===== src/rtl/fetch_unit_if.sv =====
// Instruction fetch handshake bundle: start control, memory read port, decode port.
// Latency: none (wiring only).
// Backpressure: memory side is req/ack, decode side is decode/next; halt stops fetching.
//
// Signals (named from the fetch unit's point of view):
//   i_start, i_start_pc        start fetching at a given address
//   o_mem_req, o_mem_addr      memory read request, held until i_mem_ack
//   i_mem_ack, i_mem_data      read completion and data, same cycle
//   o_insn, o_pc, o_decode     instruction presented to the decoder, held until i_next
//   i_next, i_halt             downstream consumed / downstream halted
//   o_halted                   fetch unit is in its halted state
interface fetch_unit_if;
    logic        i_start;
    logic [31:0] i_start_pc;
    logic        o_mem_req;
    logic [31:0] o_mem_addr;
    logic        i_mem_ack;
    logic [31:0] i_mem_data;
    logic [31:0] o_insn;
    logic        o_decode;
    logic        i_next;
    logic        i_halt;
    logic [31:0] o_pc;
    logic        o_halted;

    modport master (
        input  i_start, i_start_pc, i_mem_ack, i_mem_data, i_next, i_halt,
        output o_mem_req, o_mem_addr, o_insn, o_decode, o_pc, o_halted
    );

    modport slave (
        output i_start, i_start_pc, i_mem_ack, i_mem_data, i_next, i_halt,
        input  o_mem_req, o_mem_addr, o_insn, o_decode, o_pc, o_halted
    );
endinterface


===== src/rtl/fetch_unit.sv =====
// Sequential instruction fetch: reads word-aligned addresses and hands each word to the decoder.
// Latency: ack in cycle n gives o_decode in cycle n+1; start to first o_decode is 2 cycles at 0 wait.
// Backpressure: o_decode held until i_next; memory request held until i_mem_ack (never aborted).
//
// Ports: i_clk, i_rst (async, active high) plus fetch_unit_if.master bus (see fetch_unit_if.sv).
// Optional: define FETCH_PREFETCH_EN to add a one-entry prefetch buffer that fetches o_pc+4
// while the current word sits in decode, allowing one instruction per cycle on 0-wait memory.
module fetch_unit (
    input  logic             i_clk,
    input  logic             i_rst,
    fetch_unit_if.master     bus
);

    typedef enum logic [1:0] {
        IDLE   = 2'd0,
        REQ    = 2'd1,
        HOLD   = 2'd2,
        HALTED = 2'd3
    } state_t;

    state_t      state;
    logic        mem_req;
    logic [31:0] mem_addr;
    logic [31:0] insn;
    logic        decode;
    logic [31:0] pc;
    logic        halted;
    // Halt seen while a read was in flight; the read must still complete before halting.
    logic        halt_pend;

    // An ack only counts while a request is actually outstanding.
    logic        ack;
    assign ack = bus.i_mem_ack & mem_req;

`ifdef FETCH_PREFETCH_EN
    logic        pf_vld;
    logic [31:0] pf_dat;
    logic [31:0] pf_addr;
`endif

    always_ff @(posedge i_clk or posedge i_rst) begin
        if (i_rst) begin
            state     <= IDLE;
            mem_req   <= 1'b0;
            mem_addr  <= 32'd0;
            insn      <= 32'd0;
            decode    <= 1'b0;
            pc        <= 32'd0;
            halted    <= 1'b0;
            halt_pend <= 1'b0;
`ifdef FETCH_PREFETCH_EN
            pf_vld    <= 1'b0;
            pf_dat    <= 32'd0;
            pf_addr   <= 32'd0;
`endif
        end else begin
            case (state)
                IDLE, HALTED: begin
                    // Start takes priority so a halted unit can be restarted while
                    // downstream still holds its halt line.
                    if (bus.i_start) begin
                        state     <= REQ;
                        mem_req   <= 1'b1;
                        mem_addr  <= {bus.i_start_pc[31:2], 2'b00};
                        halted    <= 1'b0;
                        halt_pend <= 1'b0;
                    end else if (bus.i_halt) begin
                        state  <= HALTED;
                        halted <= 1'b1;
                    end
                end

                REQ: begin
                    if (ack) begin
                        if (bus.i_halt || halt_pend) begin
                            // Read finished but nobody wants it: drop the data.
                            mem_req   <= 1'b0;
                            halt_pend <= 1'b0;
                            halted    <= 1'b1;
                            state     <= HALTED;
                        end else begin
                            insn   <= bus.i_mem_data;
                            pc     <= mem_addr;
                            decode <= 1'b1;
                            state  <= HOLD;
`ifdef FETCH_PREFETCH_EN
                            mem_req  <= 1'b1;
                            mem_addr <= mem_addr + 32'd4;
`else
                            mem_req  <= 1'b0;
`endif
                        end
                    end else if (bus.i_halt) begin
                        halt_pend <= 1'b1;
                    end
                end

                HOLD: begin
`ifdef FETCH_PREFETCH_EN
                    if (bus.i_halt) begin
                        decode <= 1'b0;
                        pf_vld <= 1'b0;
                        if (mem_req && !ack) begin
                            // Prefetch still in flight: let it finish, then halt.
                            state     <= REQ;
                            halt_pend <= 1'b1;
                        end else begin
                            mem_req <= 1'b0;
                            halted  <= 1'b1;
                            state   <= HALTED;
                        end
                    end else if (bus.i_next) begin
                        if (pf_vld) begin
                            insn     <= pf_dat;
                            pc       <= pf_addr;
                            pf_vld   <= 1'b0;
                            mem_req  <= 1'b1;
                            mem_addr <= pf_addr + 32'd4;
                        end else if (ack) begin
                            // Prefetch lands in the same cycle it is needed: bypass the buffer.
                            insn     <= bus.i_mem_data;
                            pc       <= mem_addr;
                            mem_addr <= mem_addr + 32'd4;
                        end else if (mem_req) begin
                            decode <= 1'b0;
                            state  <= REQ;
                        end else begin
                            decode   <= 1'b0;
                            state    <= REQ;
                            mem_req  <= 1'b1;
                            mem_addr <= pc + 32'd4;
                        end
                    end else begin
                        if (ack) begin
                            pf_vld  <= 1'b1;
                            pf_dat  <= bus.i_mem_data;
                            pf_addr <= mem_addr;
                            mem_req <= 1'b0;
                        end else if (!mem_req && !pf_vld) begin
                            mem_req  <= 1'b1;
                            mem_addr <= pc + 32'd4;
                        end
                    end
`else
                    // Halt beats next when both arrive together.
                    if (bus.i_halt) begin
                        decode <= 1'b0;
                        halted <= 1'b1;
                        state  <= HALTED;
                    end else if (bus.i_next) begin
                        decode   <= 1'b0;
                        state    <= REQ;
                        mem_req  <= 1'b1;
                        mem_addr <= pc + 32'd4;
                    end
`endif
                end

                default: state <= IDLE;
            endcase
        end
    end

    assign bus.o_mem_req  = mem_req;
    assign bus.o_mem_addr = mem_addr;
    assign bus.o_insn     = insn;
    assign bus.o_decode   = decode;
    assign bus.o_pc       = pc;
    assign bus.o_halted   = halted;

endmodule

===== src/flat_wrapper.sv =====
// flat-port wrapper written by rule: the top's interface ports become plain ports
module fetch_unit_flat 
  (i_clk, i_rst, bus_i_start, bus_i_start_pc, bus_i_mem_ack, bus_i_mem_data, bus_i_next, bus_i_halt, bus_o_mem_req, bus_o_mem_addr, bus_o_insn, bus_o_decode, bus_o_pc, bus_o_halted);
  fetch_unit_if bus_i ();
  input  logic i_clk;
  input  logic i_rst;
  input wire logic [$bits(bus_i.i_start)-1:0] bus_i_start;
  input wire logic [$bits(bus_i.i_start_pc)-1:0] bus_i_start_pc;
  input wire logic [$bits(bus_i.i_mem_ack)-1:0] bus_i_mem_ack;
  input wire logic [$bits(bus_i.i_mem_data)-1:0] bus_i_mem_data;
  input wire logic [$bits(bus_i.i_next)-1:0] bus_i_next;
  input wire logic [$bits(bus_i.i_halt)-1:0] bus_i_halt;
  output wire logic [$bits(bus_i.o_mem_req)-1:0] bus_o_mem_req;
  output wire logic [$bits(bus_i.o_mem_addr)-1:0] bus_o_mem_addr;
  output wire logic [$bits(bus_i.o_insn)-1:0] bus_o_insn;
  output wire logic [$bits(bus_i.o_decode)-1:0] bus_o_decode;
  output wire logic [$bits(bus_i.o_pc)-1:0] bus_o_pc;
  output wire logic [$bits(bus_i.o_halted)-1:0] bus_o_halted;
  assign bus_i.i_start = bus_i_start;
  assign bus_i.i_start_pc = bus_i_start_pc;
  assign bus_i.i_mem_ack = bus_i_mem_ack;
  assign bus_i.i_mem_data = bus_i_mem_data;
  assign bus_i.i_next = bus_i_next;
  assign bus_i.i_halt = bus_i_halt;
  assign bus_o_mem_req = bus_i.o_mem_req;
  assign bus_o_mem_addr = bus_i.o_mem_addr;
  assign bus_o_insn = bus_i.o_insn;
  assign bus_o_decode = bus_i.o_decode;
  assign bus_o_pc = bus_i.o_pc;
  assign bus_o_halted = bus_i.o_halted;
  fetch_unit u_core (.i_clk(i_clk), .i_rst(i_rst), .bus(bus_i));
endmodule

===== config.mk =====
export PLATFORM = sky130hd
export DESIGN_NAME = fetch_unit_flat
export DESIGN_NICKNAME = d
export VERILOG_FILES = /design/src/rtl/fetch_unit_if.sv /design/src/rtl/fetch_unit.sv /design/src/flat_wrapper.sv
export SDC_FILE = /design/constraint.sdc
export NUM_CORES = 1
export LEC_CHECK = 0
export BUFFER_PORTS_ARGS = -buffer_cell sky130_fd_sc_hd__buf_2
export CAP_MARGIN = 5
export CORE_ASPECT_RATIO = 0.7
export CORE_UTILIZATION = 50
export DETAILED_ROUTE_END_ITERATION = 12
export GPL_TIMING_DRIVEN = 0
export PLACE_DENSITY = 0.78
export SYNTH_ARGS = -nofsm -noshare
export SYNTH_HDL_FRONTEND = slang
export SYNTH_SLANG_ARGS = --single-unit

===== constraint.sdc =====
create_clock -name i_clk -period 7.51 [get_ports i_clk]
set_clock_uncertainty 0.05 [all_clocks]
set_input_delay 0.3755 -clock i_clk [delete_from_list [all_inputs] [get_ports i_clk]]
set_output_delay 0.3755 -clock i_clk [all_outputs]
set_load 0.02 [all_outputs]

==> results of run 1 <==
path summary, 6_finish.rpt:
path                                                  end  slack [ps]
worst min-delay path                 u_core.bus.o_insn[6]          60
max in group asynchronous             u_core.bus.o_pc[29]        6680
min in group i_clk                  u_core.bus.o_insn[20]         190
worst max register to register  u_core.bus.o_mem_addr[25]        5280
worst max-delay path            u_core.bus.o_mem_addr[25]        5280
worst min register to register       u_core.bus.o_insn[3]         440
layout make-up:
| type | count | share of cell area, % |
|---|---|---|
| buffer | 21 | 1.65 |
| clock buffer | 11 | 3.84 |
| clock inverter | 5 | 0.599 |
| inverter | 9 | 0.599 |
| multi-input combinational | 277 | 34.5 |
| sequential | 102 | 42.1 |
| tap | 124 | 2.56 |
| timing repair buffer | 167 | 14.2 |
stage by stage:
step / cells / total power [W] / setup slack [ps] / cell area [um^2]
4_1_cts: 716 / 0.00106 / 5260 / 6060
3_5_place_dp: 700 / 0.000631 / 5280 / 5790
5_1_grt: 716 / 0.00108 / 4980 / 6060
6_report: 716 / 0.00104 / 5280 / 6060
3_3_place_gp: 699 / 0.000627 / 3320 / 5760
2_1_floorplan: 409 / 0.000598 / 4410 / 4780
routing by layer:
metal,part of all wire (%),GRT usage [%]
met2,47,39.7
met4,0.82,7.02
met5,0,0
met3,7.4,7.17
met1,45,33.0
flip-flops by register name (all words and copies together), names as in the netlist:
register / count
u_core.bus.o_decode: 1
u_core.bus.o_halted: 1
u_core.bus.o_insn: 32
u_core.bus.o_mem_addr: 32
u_core.bus.o_mem_req: 1
u_core.bus.o_pc: 32
u_core.halt_pend: 1
u_core.state: 2
report_power, final:
| group | internal, W | leakage [nW] | total (W) | switching, W |
|---|---|---|---|---|
| Sequential | 0.000556 | 1.35 | 0.000562 | 0.00000577 |
| Combinational | 0.0000250 | 1.69 | 0.0000578 | 0.0000328 |
| Clock | 0.000225 | 0.122 | 0.000425 | 0.000200 |
critical path, delay by kind of cell (launching register included):
family,cells,cell delay [ps]
buf+inv,3,550
fa+ha+maj,1,390
simple gates,2,380
compound gates,3,360
flops,1,360
synth_stat cells, types with 4 or more instances:
cell / n / area share, %
sky130_fd_sc_hd__dfrtp_1: 102 / 53
sky130_fd_sc_hd__nor2_1: 18 / 1.4
sky130_fd_sc_hd__clkbuf_1: 7 / 0.55
sky130_fd_sc_hd__nor3b_1: 21 / 3.3
sky130_fd_sc_hd__xor2_1: 6 / 1.1
sky130_fd_sc_hd__buf_2: 11 / 1.2
sky130_fd_sc_hd__mux2_2: 4 / 0.94
sky130_fd_sc_hd__a21oi_1: 31 / 3.2
sky130_fd_sc_hd__ha_1: 4 / 1.0
sky130_fd_sc_hd__nand3_1: 8 / 0.84
sky130_fd_sc_hd__o21ai_0: 5 / 0.52
sky130_fd_sc_hd__nand4_1: 4 / 0.52
sky130_fd_sc_hd__xnor2_1: 21 / 3.9
sky130_fd_sc_hd__nand2_1: 24 / 1.9
sky130_fd_sc_hd__inv_1: 8 / 0.63
sky130_fd_sc_hd__a22o_1: 4 / 0.73
sky130_fd_sc_hd__o21ai_1: 27 / 2.8
sky130_fd_sc_hd__mux2_1: 60 / 14
sky130_fd_sc_hd__nor3_1: 7 / 0.73
kinds of logic after synthesis:
logic type / after synthesis / synth area share (%)
buffers and inverters: 30 / 2.80
adder cells (fa/ha/maj): 4 / 1.05
AO/OA/AOI/OAI: 77 / 9.04
AND/OR/NAND/NOR: 102 / 13.0
multiplexers: 67 / 15.7
XOR/XNOR: 27 / 4.95
flip-flops: 102 / 53.4
==> summary.txt, run 1 <==
Status
  – Result of the run: completed

Floorplanning
  – Core Area: 9180 um^2
  – Number of primary I/O pins: 169
  – Starting density of the core: 52.0%
  – DIE HEIGHT: 83.8 um
  – Horizontal extent of the die: 119 um
  – Die Footprint: 9960 um^2
  – Row count: 29

Worst setup path
  – R2r startpoint: u_core.state[0]
  – Worst reg-to-reg path cell count: 9
  – Timing startpoint of the critical path: u_core.state[0]
  – Category of the worst setup path capture point: register
  – Startpoint class of the critical path: register
  – CP max FO: 10
  – Largest incremental delay on the critical path: 390 ps
  – Crit-path cells: inv_1 > ha_1 > nor2b_1 > a211o_1 > buf_2 > buf_2 > nor3b_1 > a21oi_1 > o21ai_1
  – Critical path start-end classification: register to register
  – Cell with the biggest individual delay on the critical path: sky130_fd_sc_hd__ha_1
  – Endpoint required time on the critical path: 7670 ps
  – Cell mode on critical path: sky130_fd_sc_hd__buf_2
  – Arrival time worst endpoint: 2390 ps

Routing
  – Ratio of routed vias to standard cells: 5.35
  – Detail-routed net length per standard cell: 16.3 um
  – Via count of the routed design: 3831
  – Drt pass-1 iters: 4
  – Detailed Route WL: 11700 um
  – Initial detailed-routing violation count: 205
  – Detail Route Antenna Nets: 0
  – Residual DRC count: 0

Timing
  – Worst slew margin relative to its limit: 57.6%
  – Worst slack on hold paths: 56.4 ps
  – Fin. Hold Viols: 0
  – Part of the cycle the worst path needs: 29.7%
  – Min Clock Period, post-route: 2230 ps
  – Slew at the pin with the worst max-slew slack: 635 ps
  – Setup TNS: 0 ps
  – Pins Over Slew Limit: 0
  – Unrepaired setup endpoints after global routing: no
  – Fmax: 0.448 GHz
  – Total setup violations reported at the end of the flow: 0

Global routing
  – Sum of overflow across all layers after global routing: 0
  – Maximum number of pins on one net before global-route repair: 56
  – Number of antenna violations at the first check in global routing: 0
  – Overall fraction of global-route tracks in use: 24.8%
  – Via count of the first global-routing pass: 3864
  – Wire length of the first global-routing pass: 19100 um

Final layout
  – Number of antenna repair diodes: 0
  – Synthesis-to-layout area growth: 26.9%
  – Combined flip-flop and latch cell area: 2550 um^2
  – Fillcell total: 748
  – Most common library cell in the layout ignoring fill and taps: sky130_fd_sc_hd__buf_2
  – Fraction of layout instances using a drive strength above 1: 35.0%
  – Multi-input combinational cell area: 2090 um^2
  – Utilization after layout: 66.0%
  – Most used cells in the layout excluding fill and tap cells: 177 x sky130_fd_sc_hd__buf_2, 102 x sky130_fd_sc_hd__dfrtp_1, 60 x sky130_fd_sc_hd__mux2_1
  – Net count reported at finish: 661

Clock network
  – Clk slew on worst S/H paths: 70 ps
  – Clock tree from TritonCTS: yes
  – Root buffer cell: sky130_fd_sc_hd__clkbuf_16
  – Maximum root-to-sink buffer count: 2
  – Number of resized instances in the post-cts repair step: 0
  – Clock sink total: 102
  – Clock buffers created by TritonCTS: 9
  – Setup Buffers After CTS: 0
  – Hold-fix buffer count after cts: 0
  – CTS H-tree depth: 3
  – Later-pin clock latency in the skew report: 340 ps

Worst hold path
  – Class of the tightest hold or removal check: primary input to async pin

Yosys
  – Number of enable flip-flop cells after synthesis: 0
  – Fraction of the yosys area taken by sequential cells: 53.4%
  – Leading register cell type out of synthesis: sky130_fd_sc_hd__dfrtp_1
  – Post-Synthesis Cell Area: 4780 um^2
  – Cell count after synthesis: 409
  – Net count of the mapped netlist: 483
  – Synth async-reset ratio: 100%
  – Number of synthesis warnings: 0
  – Mean Syn Cell Area: 11.7 um^2
  – Count of distinct cell types in the synthesized netlist: 42
  – Number of storage elements in the synthesis netlist: 102

Run
  – Max-cap violation count: 0

Placed design
  – Dpl hpwl: 8620 um
  – Count of input and output buffers: 166
  – Final weighted congestion in routability-driven placement: 0.833

Power
  – Pwr Density: 172 nW/um^2
  – Highest ir drop seen on vdd: 0.145 mV
  – Reported leakage power: 3.16 nW
No activity file was read; power rests on OpenSTA's default activity.
==> run 2, diff against run 1 <==
ABC_AREA = 1   (was default)
PLACE_DENSITY = 0.77   (was 0.78)
clock period = 2.2 ns   (was 7.51 ns; I/O delays follow)
==> summary.txt, run 2 <==
Yosys
  – Largest cells by area after synthesis: sky130_fd_sc_hd__dfrtp_1 49%, sky130_fd_sc_hd__nand2_1 19%, sky130_fd_sc_hd__nor2_1 5.4% (was sky130_fd_sc_hd__dfrtp_1 53%, sky130_fd_sc_hd__mux2_1 14%, sky130_fd_sc_hd__xnor2_1 3.9%)
  – Most area-hungry cell type in the Yosys netlist: sky130_fd_sc_hd__dfrtp_1 (unchanged)
  – Synth async-reset ratio: 100% (unchanged)
  – Fraction of the yosys area taken by sequential cells: 49.2% (was 53.4%)
  – Mean Syn Cell Area: 7.54 um^2 (was 11.7 um^2)
  – Number of enable flip-flop cells after synthesis: 0 (unchanged)
  – Number of synthesis warnings: 0 (unchanged)
  – Top cells by instance count after synthesis: 269 x sky130_fd_sc_hd__nand2_1, 102 x sky130_fd_sc_hd__dfrtp_1, 75 x sky130_fd_sc_hd__nor2_1, 48 x sky130_fd_sc_hd__o21ai_0, 46 x sky130_fd_sc_hd__inv_1 (was 102 x sky130_fd_sc_hd__dfrtp_1, 60 x sky130_fd_sc_hd__mux2_1, 31 x sky130_fd_sc_hd__a21oi_1, 27 x sky130_fd_sc_hd__o21ai_1, 24 x sky130_fd_sc_hd__nand2_1)
  – Net count of the mapped netlist: 762 (was 483)
  – Post-Synthesis Cell Area: 5190 um^2 (was 4780 um^2)
  – Number of storage elements in the synthesis netlist: 102 (unchanged)
  – Cell count after synthesis: 688 (was 409)
  – Cell with the most instances after synthesis: sky130_fd_sc_hd__nand2_1 (was sky130_fd_sc_hd__dfrtp_1)
  – Share of the synthesized area in the top cell type: 49.2% (was 53.4%)
  – Leading register cell type out of synthesis: sky130_fd_sc_hd__dfrtp_1 (unchanged)
  – Count of distinct cell types in the synthesized netlist: 28 (was 42)

Timing
  – Fmax: 0.501 GHz (was 0.448 GHz)
  – Total setup violations reported at the end of the flow: 0 (unchanged)
  – Pins Over Slew Limit: 0 (unchanged)
  – Min Clock Period, post-route: 2000 ps (was 2230 ps)
  – Part of the cycle the worst path needs: 90.8% (was 29.7%)
  – Fin. Hold Viols: 0 (unchanged)
  – Setup TNS: 0 ps (unchanged)
  – Unrepaired setup endpoints after global routing: no (unchanged)
  – Slew at the pin with the worst max-slew slack: 551 ps (was 635 ps)
  – Worst slew margin relative to its limit: 63.3% (was 57.6%)
  – Worst slack on hold paths: 7.23 ps (was 56.4 ps)

Clock network
  – Maximum root-to-sink buffer count: 2 (unchanged)
  – Clock sink total: 102 (unchanged)
  – Root buffer cell: sky130_fd_sc_hd__clkbuf_16 (unchanged)
  – Clock tree from TritonCTS: yes (unchanged)
  – Number of resized instances in the post-cts repair step: 0 (unchanged)
  – Setup Buffers After CTS: 0 (unchanged)
  – Clock buffers created by TritonCTS: 9 (unchanged)
  – CTS H-tree depth: 3 (unchanged)
  – Clk slew on worst S/H paths: 70 ps (about the same)
  – Later-pin clock latency in the skew report: 350 ps (was 340 ps)

Final layout
  – Most common library cell in the layout ignoring fill and taps: sky130_fd_sc_hd__nand2_1 (was sky130_fd_sc_hd__buf_2)
  – Utilization after layout: 70.7% (was 66.0%)
  – Number of standard cells in the layout, taps in and fillers out: 1042 (was 716)
  – Fraction of layout instances using a drive strength above 1: 25.4% (was 35.0%)
  – Net count reported at finish: 983 (was 661)
  – Fin area: 6980 um^2 (was 6060 um^2)
  – Number of antenna repair diodes: 0 (unchanged)
  – Most used cells in the layout excluding fill and tap cells: 269 x sky130_fd_sc_hd__nand2_1, 176 x sky130_fd_sc_hd__buf_2, 102 x sky130_fd_sc_hd__dfrtp_1 (was 177 x sky130_fd_sc_hd__buf_2, 102 x sky130_fd_sc_hd__dfrtp_1, 60 x sky130_fd_sc_hd__mux2_1)
  – Synthesis-to-layout area growth: 34.5% (was 26.9%)

Worst setup path
  – Startpoint class of the critical path: register (unchanged)
  – R2r startpoint: u_core.state[0] (unchanged)
  – Endpoint required time on the critical path: 2390 ps (was 7670 ps)
  – Cell mode on critical path: sky130_fd_sc_hd__nand2_1 (was sky130_fd_sc_hd__buf_2)
  – CP max FO: 10 (unchanged)
  – Cell with the biggest individual delay on the critical path: sky130_fd_sc_hd__dfrtp_1 (was sky130_fd_sc_hd__ha_1)
  – Worst reg2reg endpoint: u_core.bus.o_mem_addr[21] (was u_core.bus.o_mem_addr[25])
  – Worst reg-to-reg path cell count: 10 (was 9)
  – Total buffers and inverters traversed by the critical path: 3 (unchanged)
  – Crit-path cells: inv_1 > ha_1 > nand2_1 > nand2_1 > nor2_2 > nand2_1 > buf_4 > buf_6 > nand2_1 > nand2_1 (was inv_1 > ha_1 > nor2b_1 > a211o_1 > buf_2 > buf_2 > nor3b_1 > a21oi_1 > o21ai_1)
  – Largest delay share family, worst path: simple AND/OR/NAND/NOR gates (was buffers and inverters)
  – Largest incremental delay on the critical path: 360 ps (was 390 ps)
  – Critical path start-end classification: register to register (unchanged)
  – Arrival time worst endpoint: 2190 ps (was 2390 ps)
  – Category of the worst setup path capture point: register (unchanged)
  – Setup slack of the most critical reg-to-reg path: 200 ps (was 5280 ps)

Worst hold path
  – Endpoint with the worst hold slack: u_core.bus.o_mem_addr[13]
  – Worst Hold Depth: 3
  – Class of the tightest hold or removal check: primary input to register (was primary input to async pin)
  – Hold Crit Start: bus_i_start_pc[13]

Floorplanning
  – DIE HEIGHT: 87.2 um (was 83.8 um)
  – Core Area: 9870 um^2 (was 9180 um^2)
  – Die Footprint: 10800 um^2 (was 9960 um^2)
  – Number of primary I/O pins: 169 (unchanged)
  – Starting density of the core: 52.5% (was 52.0%)
  – Row count: 30 (was 29)
  – Horizontal extent of the die: 124 um (was 119 um)

Placed design
  – Count of input and output buffers: 166 (unchanged)
  – Final weighted congestion in routability-driven placement: 0.923 (was 0.833)
  – # placed instances: 985 (was 700)
  – DP Area: 6240 um^2 (was 5790 um^2)
  – Dpl hpwl: 11500 um (was 8620 um)

Power
  – Highest ir drop seen on vdd: 0.740 mV (was 0.145 mV)
  – Reported leakage power: 3.61 nW (was 3.16 nW)
  – Pwr Density: 1600 nW/um^2 (was 172 nW/um^2)

Global routing
  – Sum of overflow across all layers after global routing: 0 (unchanged)
  – Via count of the first global-routing pass: 5280 (was 3864)
  – Wire length of the first global-routing pass: 25700 um (was 19100 um)
  – Number of antenna violations at the first check in global routing: 0 (unchanged)
  – Overall fraction of global-route tracks in use: 31.6% (was 24.8%)
  – Maximum number of pins on one net before global-route repair: 32 (was 56)

Routing
  – Initial detailed-routing violation count: 408 (was 205)
  – Ratio of routed vias to standard cells: 5.24 (was 5.35)
  – Drt pass-1 iters: 6 (was 4)
  – Residual DRC count: 0 (unchanged)
  – Detailed Route WL: 16300 um (was 11700 um)
  – Detail Route Antenna Nets: 0 (unchanged)
  – Via count of the routed design: 5457 (was 3831)
  – Detail-routed net length per standard cell: 15.6 um (was 16.3 um)

Run
  – Max-cap violation count: 0 (unchanged)

Status
  – Result of the run: completed (unchanged)
run 2: changes by cell type in the layout (fill, tap and decap cells not counted), moves of 21 or more:
cell,delta
sky130_fd_sc_hd__mux2_1,-60
sky130_fd_sc_hd__dlygate4sd3_1,+41
sky130_fd_sc_hd__nor2_1,+57
sky130_fd_sc_hd__nand3_1,+33
sky130_fd_sc_hd__nand2_1,+245
sky130_fd_sc_hd__o21ai_0,+43
sky130_fd_sc_hd__nor3b_1,-21
sky130_fd_sc_hd__inv_1,+38
run 2: repair_timing:
item | CTS | global route
hold buffers | 41 | 0
setup endpoints to repair | 0 | 0
hold endpoints to repair | 55 | 0
run 2: cell type report:
cell class                      count  area, um^2
Tap cell                          128         160
Buffer                             26         148
Fill cell                         796        2900
Clock inverter                      6        95.1
Sequential cell                   102        2550
Multi-Input combinational cell    510        2300
Timing Repair Buffer              210        1300
Clock buffer                       10         229
Inverter                           50         191
run 2: routing by layer:
| metal | GRT usage, % | share of wire (%) | vias up |
|---|---|---|---|
| met5 | 0 | 0 | - |
| met4 | 10.8 | 2.0 | 0 |
| met3 | 8.97 | 8.6 | 39 |
| met2 | 49.8 | 46 | 262 |
| met1 | 41.9 | 44 | 2554 |
| li1 | - | - | 2602 |
run 2: worst max-delay path by stage:
stage / to / from / slack [ps] / cells past startpoint
floorplan: u_core.bus.o_mem_addr[5] / u_core.state[0] / 530 / 10
global placement: u_core.bus.o_mem_addr[28] / i_rst / 150 / 2
detailed placement: u_core.bus.o_mem_addr[20] / u_core.state[0] / 260 / 10
CTS: u_core.bus.o_pc[11] / u_core.state[1] / 230 / 6
global route: u_core.bus.o_mem_addr[12] / u_core.state[0] / 40 / 7
finish: u_core.bus.o_mem_addr[21] / u_core.state[0] / 200 / 10
run 2: worst reg2reg max path: stages, from the launching register on:
cell and delay, ps:
sky130_fd_sc_hd__dfrtp_1 360, sky130_fd_sc_hd__inv_1 70, sky130_fd_sc_hd__ha_1 350, sky130_fd_sc_hd__nand2_1 150
sky130_fd_sc_hd__nand2_1 80, sky130_fd_sc_hd__nor2_2 150, sky130_fd_sc_hd__nand2_1 170, sky130_fd_sc_hd__buf_4 220
sky130_fd_sc_hd__buf_6 160, sky130_fd_sc_hd__nand2_1 60, sky130_fd_sc_hd__nand2_1 50
run 2: cells by family after synthesis:
kind of cell | after synthesis | synth area share [%]
AOI/OAI and AO/OA | 89 | 8.95
xor gates and xnor gates | 3 | 0.507
adders and majority gates | 4 | 0.965
buffers and inverters | 76 | 6.46
DFF | 102 | 49.2
and+or+nand+nor | 414 | 33.9
run 2: metrics by stage:
| step | setup WS (ps) | power, W |
|---|---|---|
| 2_1_floorplan | 534 | 0.00729 |
| 3_3_place_gp | 155 | 0.00906 |
| 3_5_place_dp | 258 | 0.00926 |
| 4_1_cts | 232 | 0.0111 |
| 5_1_grt | 35.8 | 0.0119 |
| 6_report | 202 | 0.0112 |
run 2: where the power goes:
group	internal, W	total [W]	switching (W)
clock network	0.00101	0.00177	0.000759
logic	0.00187	0.00571	0.00384
registers	0.00284	0.00370	0.000857
total	0.00572	0.0112	0.00546
